### config.mk
export PLATFORM = sky130hd
export DESIGN_NAME = alu_core
export DESIGN_NICKNAME = d
export VERILOG_FILES = /design/src/rtl/alu_pkg.sv /design/src/rtl/alu_exec.sv /design/src/rtl/alu_core.sv
export SDC_FILE = /design/constraint.sdc
export NUM_CORES = 1
export LEC_CHECK = 0
export CAP_MARGIN = 25
export CORE_MARGIN = 1
export CORE_UTILIZATION = 42
export CTS_CLUSTER_DIAMETER = 60
export CTS_CLUSTER_SIZE = 20
export DETAILED_ROUTE_END_ITERATION = 7
export SLEW_MARGIN = 30
export SYNTH_ARGS = -nofsm -noshare
export SYNTH_HDL_FRONTEND = slang
export SYNTH_SLANG_ARGS = --single-unit
### constraint.sdc
create_clock -name clk -period 8.54 [get_ports clk]
set_input_delay 1.708 -clock clk [delete_from_list [all_inputs] [get_ports clk]]
set_output_delay 1.708 -clock clk [all_outputs]
set_load 0.005 [all_outputs]
### src/rtl/alu_pkg.sv
// Shared types and helpers for the registered ALU.
// Command encodings, FSM states and operand-requirement lookup.
package alu_pkg;

  localparam int TIMEOUT_DEFAULT = 16;

  localparam logic [1:0] OP_NONE = 2'b00;
  localparam logic [1:0] OP_A    = 2'b01;
  localparam logic [1:0] OP_B    = 2'b10;
  localparam logic [1:0] OP_AB   = 2'b11;

  typedef enum logic [3:0] {
    A_ADD     = 4'd0,
    A_SUB     = 4'd1,
    A_ADD_CIN = 4'd2,
    A_SUB_CIN = 4'd3,
    A_INC_A   = 4'd4,
    A_DEC_A   = 4'd5,
    A_INC_B   = 4'd6,
    A_DEC_B   = 4'd7,
    A_CMP     = 4'd8,
    A_MUL_INC = 4'd9,
    A_MUL_SHL = 4'd10
  } arith_cmd_e;

  typedef enum logic [3:0] {
    L_AND     = 4'd0,
    L_NAND    = 4'd1,
    L_OR      = 4'd2,
    L_NOR     = 4'd3,
    L_XOR     = 4'd4,
    L_XNOR    = 4'd5,
    L_NOT_A   = 4'd6,
    L_NOT_B   = 4'd7,
    L_SHR1_A  = 4'd8,
    L_SHL1_A  = 4'd9,
    L_SHR1_B  = 4'd10,
    L_SHL1_B  = 4'd11,
    L_ROL_A_B = 4'd12,
    L_ROR_A_B = 4'd13
  } logic_cmd_e;

  typedef enum logic [1:0] {
    IDLE = 2'd0,
    WAIT = 2'd1,
    MUL  = 2'd2
  } state_e;

  // Illegal commands need nothing, so any sample completes them with err.
  function automatic logic [1:0] req_ops(
    input logic       mode,
    input logic [3:0] cmd
  );
    logic [1:0] m;
    m = OP_NONE;
    if (mode) begin
      case (cmd)
        A_ADD, A_SUB, A_ADD_CIN, A_SUB_CIN,
        A_CMP, A_MUL_INC, A_MUL_SHL: m = OP_AB;
        A_INC_A, A_DEC_A:            m = OP_A;
        A_INC_B, A_DEC_B:            m = OP_B;
        default:                     m = OP_NONE;
      endcase
    end else begin
      case (cmd)
        L_AND, L_NAND, L_OR, L_NOR, L_XOR,
        L_XNOR, L_ROL_A_B, L_ROR_A_B:  m = OP_AB;
        L_NOT_A, L_SHR1_A, L_SHL1_A:   m = OP_A;
        L_NOT_B, L_SHR1_B, L_SHL1_B:   m = OP_B;
        default:                       m = OP_NONE;
      endcase
    end
    return m;
  endfunction

  function automatic logic is_mul(
    input logic       mode,
    input logic [3:0] cmd
  );
    return mode && (cmd == A_MUL_INC || cmd == A_MUL_SHL);
  endfunction

endpackage

### src/rtl/alu_exec.sv
// Combinational ALU datapath: result and flags for one command.
// Operands, cmd, mode and cin are already selected by alu_core.
module alu_exec
  import alu_pkg::*;
#(
  parameter int WIDTH = 8
) (
  input  logic               mode,
  input  logic               cin,
  input  logic [3:0]         cmd,
  input  logic [WIDTH-1:0]   a,
  input  logic [WIDTH-1:0]   b,
  output logic [2*WIDTH-1:0] res,
  output logic               err,
  output logic               oflow,
  output logic               cout,
  output logic               g,
  output logic               l,
  output logic               e
);

  localparam logic [WIDTH:0] ONE1 =
    {{WIDTH{1'b0}}, 1'b1};
  localparam logic [2*WIDTH-1:0] ONE2 =
    {{(2*WIDTH-1){1'b0}}, 1'b1};

  logic [WIDTH:0]       ax, bx, cx, sum;
  logic [2*WIDTH-1:0]   aw, bw;
  logic [WIDTH-1:0]     lo;
  logic [2:0]           sh;
  logic                 add_op, sub_op;

  always_comb begin
    res    = '0;
    err    = 1'b0;
    oflow  = 1'b0;
    cout   = 1'b0;
    g      = 1'b0;
    l      = 1'b0;
    e      = 1'b0;
    sum    = '0;
    lo     = '0;
    add_op = 1'b0;
    sub_op = 1'b0;
    sh     = b[2:0];
    ax     = {1'b0, a};
    bx     = {1'b0, b};
    cx     = {{WIDTH{1'b0}}, cin};
    aw     = {{WIDTH{1'b0}}, a};
    bw     = {{WIDTH{1'b0}}, b};
    if (mode) begin
      case (cmd)
        A_ADD:     begin sum = ax + bx;      add_op = 1'b1; end
        A_ADD_CIN: begin sum = ax + bx + cx; add_op = 1'b1; end
        A_SUB:     begin sum = ax - bx;      sub_op = 1'b1; end
        A_SUB_CIN: begin sum = ax - bx - cx; sub_op = 1'b1; end
        A_INC_A:   begin sum = ax + ONE1;    add_op = 1'b1; end
        A_DEC_A:   begin sum = ax - ONE1;    sub_op = 1'b1; end
        A_INC_B:   begin sum = bx + ONE1;    add_op = 1'b1; end
        A_DEC_B:   begin sum = bx - ONE1;    sub_op = 1'b1; end
        A_CMP: begin
          g = (a > b);
          l = (a < b);
          e = (a == b);
        end
        A_MUL_INC: res = (aw + ONE2) * (bw + ONE2);
        A_MUL_SHL: res = (aw << 1) * bw;
        default:   err = 1'b1;
      endcase
      // The extra bit of a difference is set exactly when it borrowed.
      if (add_op) begin
        res  = {{(WIDTH-1){1'b0}}, sum};
        cout = sum[WIDTH];
      end
      if (sub_op) begin
        res   = {{WIDTH{1'b0}}, sum[WIDTH-1:0]};
        oflow = sum[WIDTH];
      end
    end else begin
      case (cmd)
        L_AND:    lo = a & b;
        L_NAND:   lo = ~(a & b);
        L_OR:     lo = a | b;
        L_NOR:    lo = ~(a | b);
        L_XOR:    lo = a ^ b;
        L_XNOR:   lo = ~(a ^ b);
        L_NOT_A:  lo = ~a;
        L_NOT_B:  lo = ~b;
        L_SHR1_A: lo = a >> 1;
        L_SHL1_A: lo = a << 1;
        L_SHR1_B: lo = b >> 1;
        L_SHL1_B: lo = b << 1;
        L_ROL_A_B: begin
          lo  = (a << sh) | (a >> (WIDTH - int'(sh)));
          err = |b[WIDTH-1:4];
        end
        L_ROR_A_B: begin
          lo  = (a >> sh) | (a << (WIDTH - int'(sh)));
          err = |b[WIDTH-1:4];
        end
        default:  err = 1'b1;
      endcase
      res = {{WIDTH{1'b0}}, lo};
    end
  end

endmodule

### src/rtl/alu_core.sv
// Registered ALU: operand-gathering FSM, wait timer, multiply stage.
// Outputs only move on a completion event and hold otherwise.
module alu_core
  import alu_pkg::*;
#(
  parameter int WIDTH     = 8,
  parameter int CMD_WIDTH = 4,
  parameter int TIMEOUT   = TIMEOUT_DEFAULT
) (
  input  logic                 clk,
  input  logic                 rst,
  input  logic                 ce,
  input  logic                 mode,
  input  logic                 cin,
  input  logic [CMD_WIDTH-1:0] cmd,
  input  logic [1:0]           inp_valid,
  input  logic [WIDTH-1:0]     opa,
  input  logic [WIDTH-1:0]     opb,
  output logic [2*WIDTH-1:0]   res,
  output logic                 err,
  output logic                 oflow,
  output logic                 cout,
  output logic                 g,
  output logic                 l,
  output logic                 e
);

  localparam int CW = $clog2(TIMEOUT + 1);
  localparam logic [CW-1:0] TMO = CW'(TIMEOUT);

  state_e               state_q, state_d;
  logic [CW-1:0]        cnt_q, cnt_d;
  logic [WIDTH-1:0]     a_q, a_d, b_q, b_d;
  logic [CMD_WIDTH-1:0] cmd_q, cmd_d;
  logic                 mode_q, mode_d;
  logic                 cin_q, cin_d;
  logic [1:0]           have_q, have_d;
  logic [2*WIDTH-1:0]   res_q, res_d;
  logic [5:0]           fl_q, fl_d;

  logic                 x_mode, x_cin;
  logic [CMD_WIDTH-1:0] x_cmd;
  logic [WIDTH-1:0]     x_a, x_b;
  logic [2*WIDTH-1:0]   x_res;
  logic [5:0]           x_fl;
  logic [1:0]           need, miss;
  logic                 do_exec, do_fault, do_mul;

  // In WAIT the latched side wins; MUL always uses its stage copy.
  always_comb begin
    x_mode = mode;
    x_cin  = cin;
    x_cmd  = cmd;
    x_a    = opa;
    x_b    = opb;
    if (state_q != IDLE) begin
      x_mode = mode_q;
      x_cin  = cin_q;
      x_cmd  = cmd_q;
      x_a    = (state_q == MUL || have_q[0]) ? a_q : opa;
      x_b    = (state_q == MUL || have_q[1]) ? b_q : opb;
    end
  end

  alu_exec #(
    .WIDTH (WIDTH)
  ) u_exec (
    .mode  (x_mode),
    .cin   (x_cin),
    .cmd   (x_cmd),
    .a     (x_a),
    .b     (x_b),
    .res   (x_res),
    .err   (x_fl[5]),
    .oflow (x_fl[4]),
    .cout  (x_fl[3]),
    .g     (x_fl[2]),
    .l     (x_fl[1]),
    .e     (x_fl[0])
  );

  always_comb begin
    state_d  = state_q;
    cnt_d    = cnt_q;
    a_d      = a_q;
    b_d      = b_q;
    cmd_d    = cmd_q;
    mode_d   = mode_q;
    cin_d    = cin_q;
    have_d   = have_q;
    res_d    = res_q;
    fl_d     = fl_q;
    do_exec  = 1'b0;
    do_fault = 1'b0;
    do_mul   = 1'b0;
    need     = req_ops(mode, cmd);
    miss     = ~have_q;
    if (ce) begin
      case (state_q)
        IDLE: begin
          if (inp_valid == OP_NONE) begin
            do_fault = 1'b1;
          end else if ((inp_valid & need) == need) begin
            if (is_mul(mode, cmd)) do_mul  = 1'b1;
            else                   do_exec = 1'b1;
          end else if (need == OP_AB) begin
            a_d     = opa;
            b_d     = opb;
            cmd_d   = cmd;
            mode_d  = mode;
            cin_d   = cin;
            have_d  = inp_valid;
            cnt_d   = '0;
            state_d = WAIT;
          end else begin
            do_fault = 1'b1;
          end
        end
        WAIT: begin
          if ((inp_valid & miss) == miss) begin
            if (is_mul(mode_q, cmd_q)) do_mul  = 1'b1;
            else                       do_exec = 1'b1;
          end else if (cnt_q == TMO) begin
            do_fault = 1'b1;
          end else begin
            cnt_d = cnt_q + 1'b1;
          end
        end
        MUL:     do_exec = 1'b1;
        default: state_d = IDLE;
      endcase
    end
    if (do_exec) begin
      res_d   = x_res;
      fl_d    = x_fl;
      state_d = IDLE;
    end
    if (do_fault) begin
      res_d   = '0;
      fl_d    = 6'b100000;
      state_d = IDLE;
    end
    if (do_mul) begin
      a_d     = x_a;
      b_d     = x_b;
      cmd_d   = x_cmd;
      mode_d  = x_mode;
      cin_d   = x_cin;
      state_d = MUL;
    end
  end

  always_ff @(posedge clk) begin
    if (rst) begin
      state_q <= IDLE;
      cnt_q   <= '0;
      a_q     <= '0;
      b_q     <= '0;
      cmd_q   <= '0;
      mode_q  <= 1'b0;
      cin_q   <= 1'b0;
      have_q  <= OP_NONE;
      res_q   <= '0;
      fl_q    <= '0;
    end else begin
      state_q <= state_d;
      cnt_q   <= cnt_d;
      a_q     <= a_d;
      b_q     <= b_d;
      cmd_q   <= cmd_d;
      mode_q  <= mode_d;
      cin_q   <= cin_d;
      have_q  <= have_d;
      res_q   <= res_d;
      fl_q    <= fl_d;
    end
  end

  assign res = res_q;
  assign {err, oflow, cout, g, l, e} = fl_q;

endmodule

==> After elaboration in Yosys (flattened, before gate mapping) <==
Memories as Yosys holds them, arrays and structs flattened.
Cells that the tools add are included.
{ "totals": {"reg_bits": 53, "rom_bits": 64, "input_bits": 27, "memories": 2} }
{ "memory_table": {"columns": ["memory", "depth", "word_bits", "rd", "rd_ports_with_merged_regs", "write_ports", "line", "text"], "rows": [
  ["(name not given)", 16, 2, 1, 0, 0, "alu_pkg.sv:57", "case (cmd)"],
  ["(name not given)", 16, 2, 1, 0, 0, "alu_pkg.sv:65", "case (cmd)"]
]} }
{ "classes": {"addsub": 12, "multipliers": 2, "order_cmp": 2, "n_eq_ne": 35, "n_shift": 4, "muxes": 98, "bitwise": 16, "n_reduce_logical": 30} }
{ "ops": {"columns": ["op", "n"], "rows": [
  ["2-to-1 mux 8 bit", 16],
  ["one-hot mux 8 bit (14 select lines)", 1],
  ["one-hot mux 9 bit (8 select lines)", 1],
  ["2-to-1 mux 1 bit", 48],
  ["2-to-1 mux 16 bit", 3],
  ["== test 4 bit (second input constant)", 10],
  ["NOT 8 bit", 5],
  ["adder 8 x 1 -> 9 bit (second input constant)", 4],
  ["one-hot mux 16 bit (2 select lines)", 1],
  ["<< shifter 8 x 32 -> 8 bit", 1],
  ["right shift 8 x 32 -> 8 bit", 1],
  ["2-to-1 mux 4 bit", 7],
  ["2-to-1 mux 5 bit", 5],
  ["bitwise OR 8 bit", 3],
  ["AND reduction 5 bit", 4],
  ["subtractor 8 x 1 -> 9 bit (second input constant)", 2],
  ["== test 4 x 3 -> 1 bit (second input constant)", 4],
  ["multiplier 16 x 16 -> 16 bit", 1],
  ["2-to-1 mux 2 bit", 8],
  ["OR reduction 4 bit", 4],
  ["multiplier 8 x 8 -> 15 bit", 1],
  ["!= test 5 bit (second input constant)", 3],
  ["!= test 2 bit (second input constant)", 7],
  ["2-to-1 mux 6 bit", 2],
  ["37 further kinds", 57]
]} }

==> Logic depth before layout (Yosys ltp) <==
{ "depth": {"ltp_word": 11, "depth_mapped": 31, "ltp_nobuf": 28} }

==> Cells and area by module <==
A second synthesis with hierarchy kept.
{ "unflattened": {"hier_cells": 1458, "area_unflattened_um2": 11489.8} }
{ "modules_own_cells": {"columns": ["module", "instances", "cells_per_inst", "area_each_um2", "seq_area_each_um2"], "rows": [
  ["alu_exec", 1, 1141, 8443.1, 0.0],
  ["alu_core", 1, 317, 3046.7, 1061.0]
]} }

==> Worst setup path before layout <==
OpenSTA, ideal clock, no wires.
{ "synth_path": {"path_kind": "input to register", "startpoint": "input port opb[1]", "endpoint": "register res_q[14] (netlist: res[14])", "setup_ns": 0.117, "t_arrival_ns": 7.593, "required_ns": 8.423, "setup_slack_ns": 0.831, "cell_stages": 26, "path_buffers": 3, "path_cell_list": "clkbuf_1 -> mux2i_4 -> inv_1 -> clkbuf_1 -> buf_1 -> ha_1 -> nand3_1 -> xor2_1 -> nor2_1 -> a21oi_1 -> or3_1 -> fa_1 -> fa_1 -> inv_1 -> fa_1 -> inv_1 -> fa_1 -> inv_1 -> ha_1 -> nor2b_1 -> o21a_1 -> o41a_1 -> a31oi_1 -> xor2_1 -> o22ai_1 -> a22o_1"} }
{ "synth_between": {"elab_chain_cells": 8, "elab_cells_between_ends": 9, "classes_between": "add/sub (1); mul (2); mux (6)"} }
{ "synth_lines": {"columns": ["item", "line", "text"], "rows": [
  ["start, declared", "alu_core.sv:18", "input logic [WIDTH-1:0] opb,"],
  ["2-to-1 mux 8 bit", "alu_core.sv:61", "x_b = (state_q == MUL || have_q[1]) ? b_q : opb;"],
  ["2-to-1 mux 8 bit *", "alu_core.sv:56", "if (state_q != IDLE) begin"],
  ["adder 8 x 1 -> 9 bit", "alu_exec.sv:66", "A_MUL_INC: res = (aw + ONE2) * (bw + ONE2);"],
  ["multiplier 16 x 16 -> 16 bit", "alu_exec.sv:66", null],
  ["one-hot mux 16 bit (2 select lines) *", "alu_exec.sv:52", "case (cmd)"],
  ["2-to-1 mux 16 bit *", "alu_exec.sv:71", "if (add_op) begin"],
  ["2-to-1 mux 16 bit *", "alu_exec.sv:75", "if (sub_op) begin"],
  ["2-to-1 mux 16 bit *", "alu_exec.sv:51", "if (mode) begin"],
  ["end signal, assigned", "alu_core.sv:174", "res_q <= res_d;"],
  ["end, declared", "alu_core.sv:38", "logic [2*WIDTH-1:0] res_q, res_d;"]
]} }
Every way passes the cells marked *; elsewhere a longest branch is shown, timed or not.
A chain may end at the register's enable or synchronous reset.

==> Worst setup path after layout <==
{ "layout_path": {"startpoint": "input port opa[1]", "endpoint": "register res_q[14] (netlist: res[14])"} }
{ "layout_between": {"elab_chain_cells": 8, "elab_cells_between_ends": 9, "classes_between": "add/sub (1); mul (2); mux (6)"} }
{ "layout_lines": {"columns": ["item", "line", "text"], "rows": [
  ["start, declared", "alu_core.sv:17", "input logic [WIDTH-1:0] opa,"],
  ["2-to-1 mux 8 bit", "alu_core.sv:60", "x_a = (state_q == MUL || have_q[0]) ? a_q : opa;"],
  ["2-to-1 mux 8 bit *", "alu_core.sv:56", null],
  ["adder 8 x 1 -> 9 bit", "alu_exec.sv:66", null],
  ["multiplier 16 x 16 -> 16 bit", "alu_exec.sv:66", null],
  ["one-hot mux 16 bit (2 select lines) *", "alu_exec.sv:52", null],
  ["2-to-1 mux 16 bit *", "alu_exec.sv:71", null],
  ["2-to-1 mux 16 bit *", "alu_exec.sv:75", null],
  ["2-to-1 mux 16 bit *", "alu_exec.sv:51", null]
]} }
Marks and branches as above.

==> impl_results.md <==
- CTS Buf Count: 5
- CP startpoint kind: input pin
- Synth cell types: 105
- Routed Antenna Nets: 0
- CP Capture Type: flop
- Largest net degree at the start of global routing: 41
- Reg clk slew, reported paths: 0.10 ns
- Worst-margin pin slew: 1.04 ns
- RSZ-0062 raised after global routing: false
- Min-delay src: fl_q[3]
- Syn_area_per_cell: 7.73 um2
- Pre-Repair DR Iteration Count: 6
- Area Growth Syn to Fin: 8.15%
- DRC: 0
- CP arrival: 7.97 ns
- Grt ovf: 0
- Syn_nets: 1714
- Combinational share of power: 73.2%
- Most common flop cell mapped by yosys: dfxtp_1
- Via-to-Cell Ratio: 6.18
- Postcts setup bufs: 0
- Number of nets in the layout: 1731
- Post-synth EDFFs: 0
- Clock Skew: 0.0193 ns
- Status: finished, final reports clean
- Crit path required time: 8.76 ns
- Detailed Place HPWL: 33700 um
- Max Cap Viol: 0
- CTS tree: yes
- FFs w/ async S/R, synth: 0%
- Die area: 28200 um2
- Fillcell total: 2768
- Total core area: 27000 um2
- Ant. Diodes: 0
- Post-Synthesis Cells: 1496
- Max-slew violations: 0
- I/O pin count: 49
- WS Path Type: input pin to flop
- GPL Wtd Cong: 1.06
- Post-synthesis sequential area ratio: 9.17%
- Hold Path Class: flop to flop
- Maximum net fanout on the critical path: 10
- Layout cell share with drive strength beyond 1: 8.52%
- First-pass GRT wire length: 67000 um
- CTS Root Cell: clkbuf_16
- Core Util, Final: 46.4%
- Final hold vios: 0
- Initial DRC count: 1073
- Clock Latency Late Sink: 0.33 ns
- Int Power: 938 uW
- Final Setup Violations: 0
- Clock tree buffer depth: 2
- Flop pwr share: 14.0%
- Max IR drop VDD: 0.248 mV
- PortBufs: 48
- Initial antenna violation count: 1
- Clock sinks: 53
- Pwr/cell area: 154 nW/um2
- Overall Global Routing Usage: 31.1%
- FP Rows: 60
- Via count: 11500
- Fmax: 129 MHz
- Normalized max-slew margin: 30.6%
- PostCTS Resize Cnt: 0
- Setup crit start: opa[1]
- Hold_buf cts: 0
- Mapped cell area: 11600 um2
- Net Sw Frac: 51.4%
- Psw: 992 uW
- #FFs+latches synth: 53
- H-tree depth: 2
- Leakage: 5.66 nW
- Die Y: 168 um
- Initial core utilization: 42.9%
- Clock network fraction of design power: 12.8%
- Yosys warns: 0
- Tmin final: 7.75 ns
- Post-DR wirelength/cell: 23.4 um
- Vias in the first global route: 11200
- Sum Neg Setup Slack: 0 ns
- Final Cycle Share: 90.8%
- Final wirelength: 43500 um
- Die Wd: 168 um
- R2r startpoint: state_q[0]
area by class of cell:
| type | instances | area, um2 | share of cell area [%] |
|---|---|---|---|
| clock buffers | 5 | 125 | 1.00 |
| clock inverters | 3 | 28.8 | 0.230 |
| inverters | 167 | 632 | 5.05 |
| multi-input cells | 1202 | 9490 | 75.8 |
| flip-flops and latches | 53 | 1060 | 8.48 |
| well taps | 341 | 427 | 3.41 |
| repair buffers | 84 | 751 | 6.00 |
path summary, 6_finish.rpt:
check / end / slack [ns] / cells after the start
worst max-delay path: res[14] / 0.79 / 24
worst min-delay path: fl_q[3] / 0.46 / 2
worst max register to register: res[14] / 1.37 / 27
worst min register to register: fl_q[3] / 0.46 / 2
flip-flops by register name, summed over array words and instances (netlist names):
register,cells
cnt_q,5
state_q,2
have_q,2
fl_q,6
mode_q,1
b_q,8
cin_q,1
a_q,8
cmd_q,4
res,16
cell families (layout without fill, tap and decap cells):
logic type      count (synthesis)  count (layout)  synth area share (%)
simple gates                  529             529                  21.1
compound gates                326             326                  20.2
buf+inv                       241             259                  8.84
fa+ha+maj                     191             191                  26.2
xor+xnor                       82              82                  6.65
mux                            74              74                  7.88
flops                          53              53                  9.17
per-layer routing:
layer | global-route usage (%) | vias up | wire [um]
met3 | 5.69 | 143 | 3970
li1 | - | 5214 | -
met1 | 40.4 | 5504 | 18000
met4 | 15.0 | 2 | 2140
met5 | 0 | - | 13
met2 | 50.0 | 595 | 19300
critical path: stages:
cell             delay [ns]
clkdlybuf4s50_1        0.55
mux2_4                 0.30
ha_1                   0.34
nand4_1                0.12
and3_1                 0.23
nor2_1                 0.49
nand2_1                0.15
fa_1                   0.52
inv_1                  0.05
fa_1                   0.47
ha_1                   0.29
inv_1                  0.05
fa_1                   0.53
inv_1                  0.07
fa_1                   0.45
a21o_1                 0.17
a21oi_1                0.20
nor2b_1                0.07
o21a_1                 0.18
o41a_1                 0.35
a31oi_1                0.21
xor2_1                 0.16
o22ai_1                0.10
a22o_1                 0.20
synthesized netlist by cell type (11+ instances only):
master / number / area, um2
nor3_1: 41 / 205
o21ai_0: 43 / 215
nor2b_1: 11 / 68.8
o22ai_1: 36 / 225
fa_1: 85 / 1700
buf_2: 19 / 95.1
nand3_1: 29 / 145
inv_1: 157 / 589
xor2_1: 30 / 263
mux2i_1: 46 / 460
a221oi_1: 16 / 140
a22oi_1: 13 / 97.6
a21oi_1: 58 / 290
o21ai_1: 12 / 60.1
o221ai_1: 12 / 105
a21o_1: 13 / 97.6
nand2b_1: 16 / 100
or2_2: 12 / 75.1
clkbuf_1: 36 / 135
nand2_1: 141 / 529
nor2_1: 205 / 769
dfxtp_1: 53 / 1060
xnor2_1: 46 / 403
o21a_1: 14 / 105
ha_1: 106 / 1330
a211oi_1: 13 / 97.6
power by group through the flow:
stage / Clock (mW) / Sequential (mW) / Combinational (mW)
global route: 0.253 / 0.272 / 1.58
CTS: 0.246 / 0.270 / 1.41
finish: 0.247 / 0.270 / 1.41
detailed placement: 0 / 0.276 / 1.40
floorplan: 0 / 0.271 / 1.03
global placement: 0 / 0.276 / 1.40
cells in the final DEF, fill, tap and decap left out, types with 7 or more instances in the layout:
cell type	instances
a22oi_1	13
ha_1	106
nor2_1	205
dfxtp_1	53
a31oi_1	10
mux2i_1	46
a211oi_1	13
buf_4	36
a21o_1	13
nor2b_1	11
or2_2	12
nand4_1	10
xor2_1	30
or3_1	10
o22ai_1	36
o21ai_0	43
o21ai_1	12
o211ai_1	9
a221oi_1	16
o31ai_1	7
a21oi_1	58
mux2_2	9
nand2b_1	16
nand2_1	141
xnor2_1	46
nand3_1	29
o21a_1	14
nor3_1	41
clkdlybuf4s50_1	48
inv_1	157
nor3b_1	9
o221ai_1	12
inv_2	9
nor4_1	9
fa_1	85
per-stage QoR:
step	worst slack (ns)	cells	cell area, um2	power [mW]	hold slack, ns
after floorplan	0.831	1496	11600	1.30	0.443
after global placement	0.688	1847	12400	1.67	0.446
after detailed placement	0.514	1847	12400	1.67	0.449
after CTS	0.855	1855	12500	1.93	0.463
after global routing	0.454	1855	12500	2.11	0.486
final	0.790	1855	12500	1.93	0.464
Note: power is estimated with default switching activity, not from simulation.
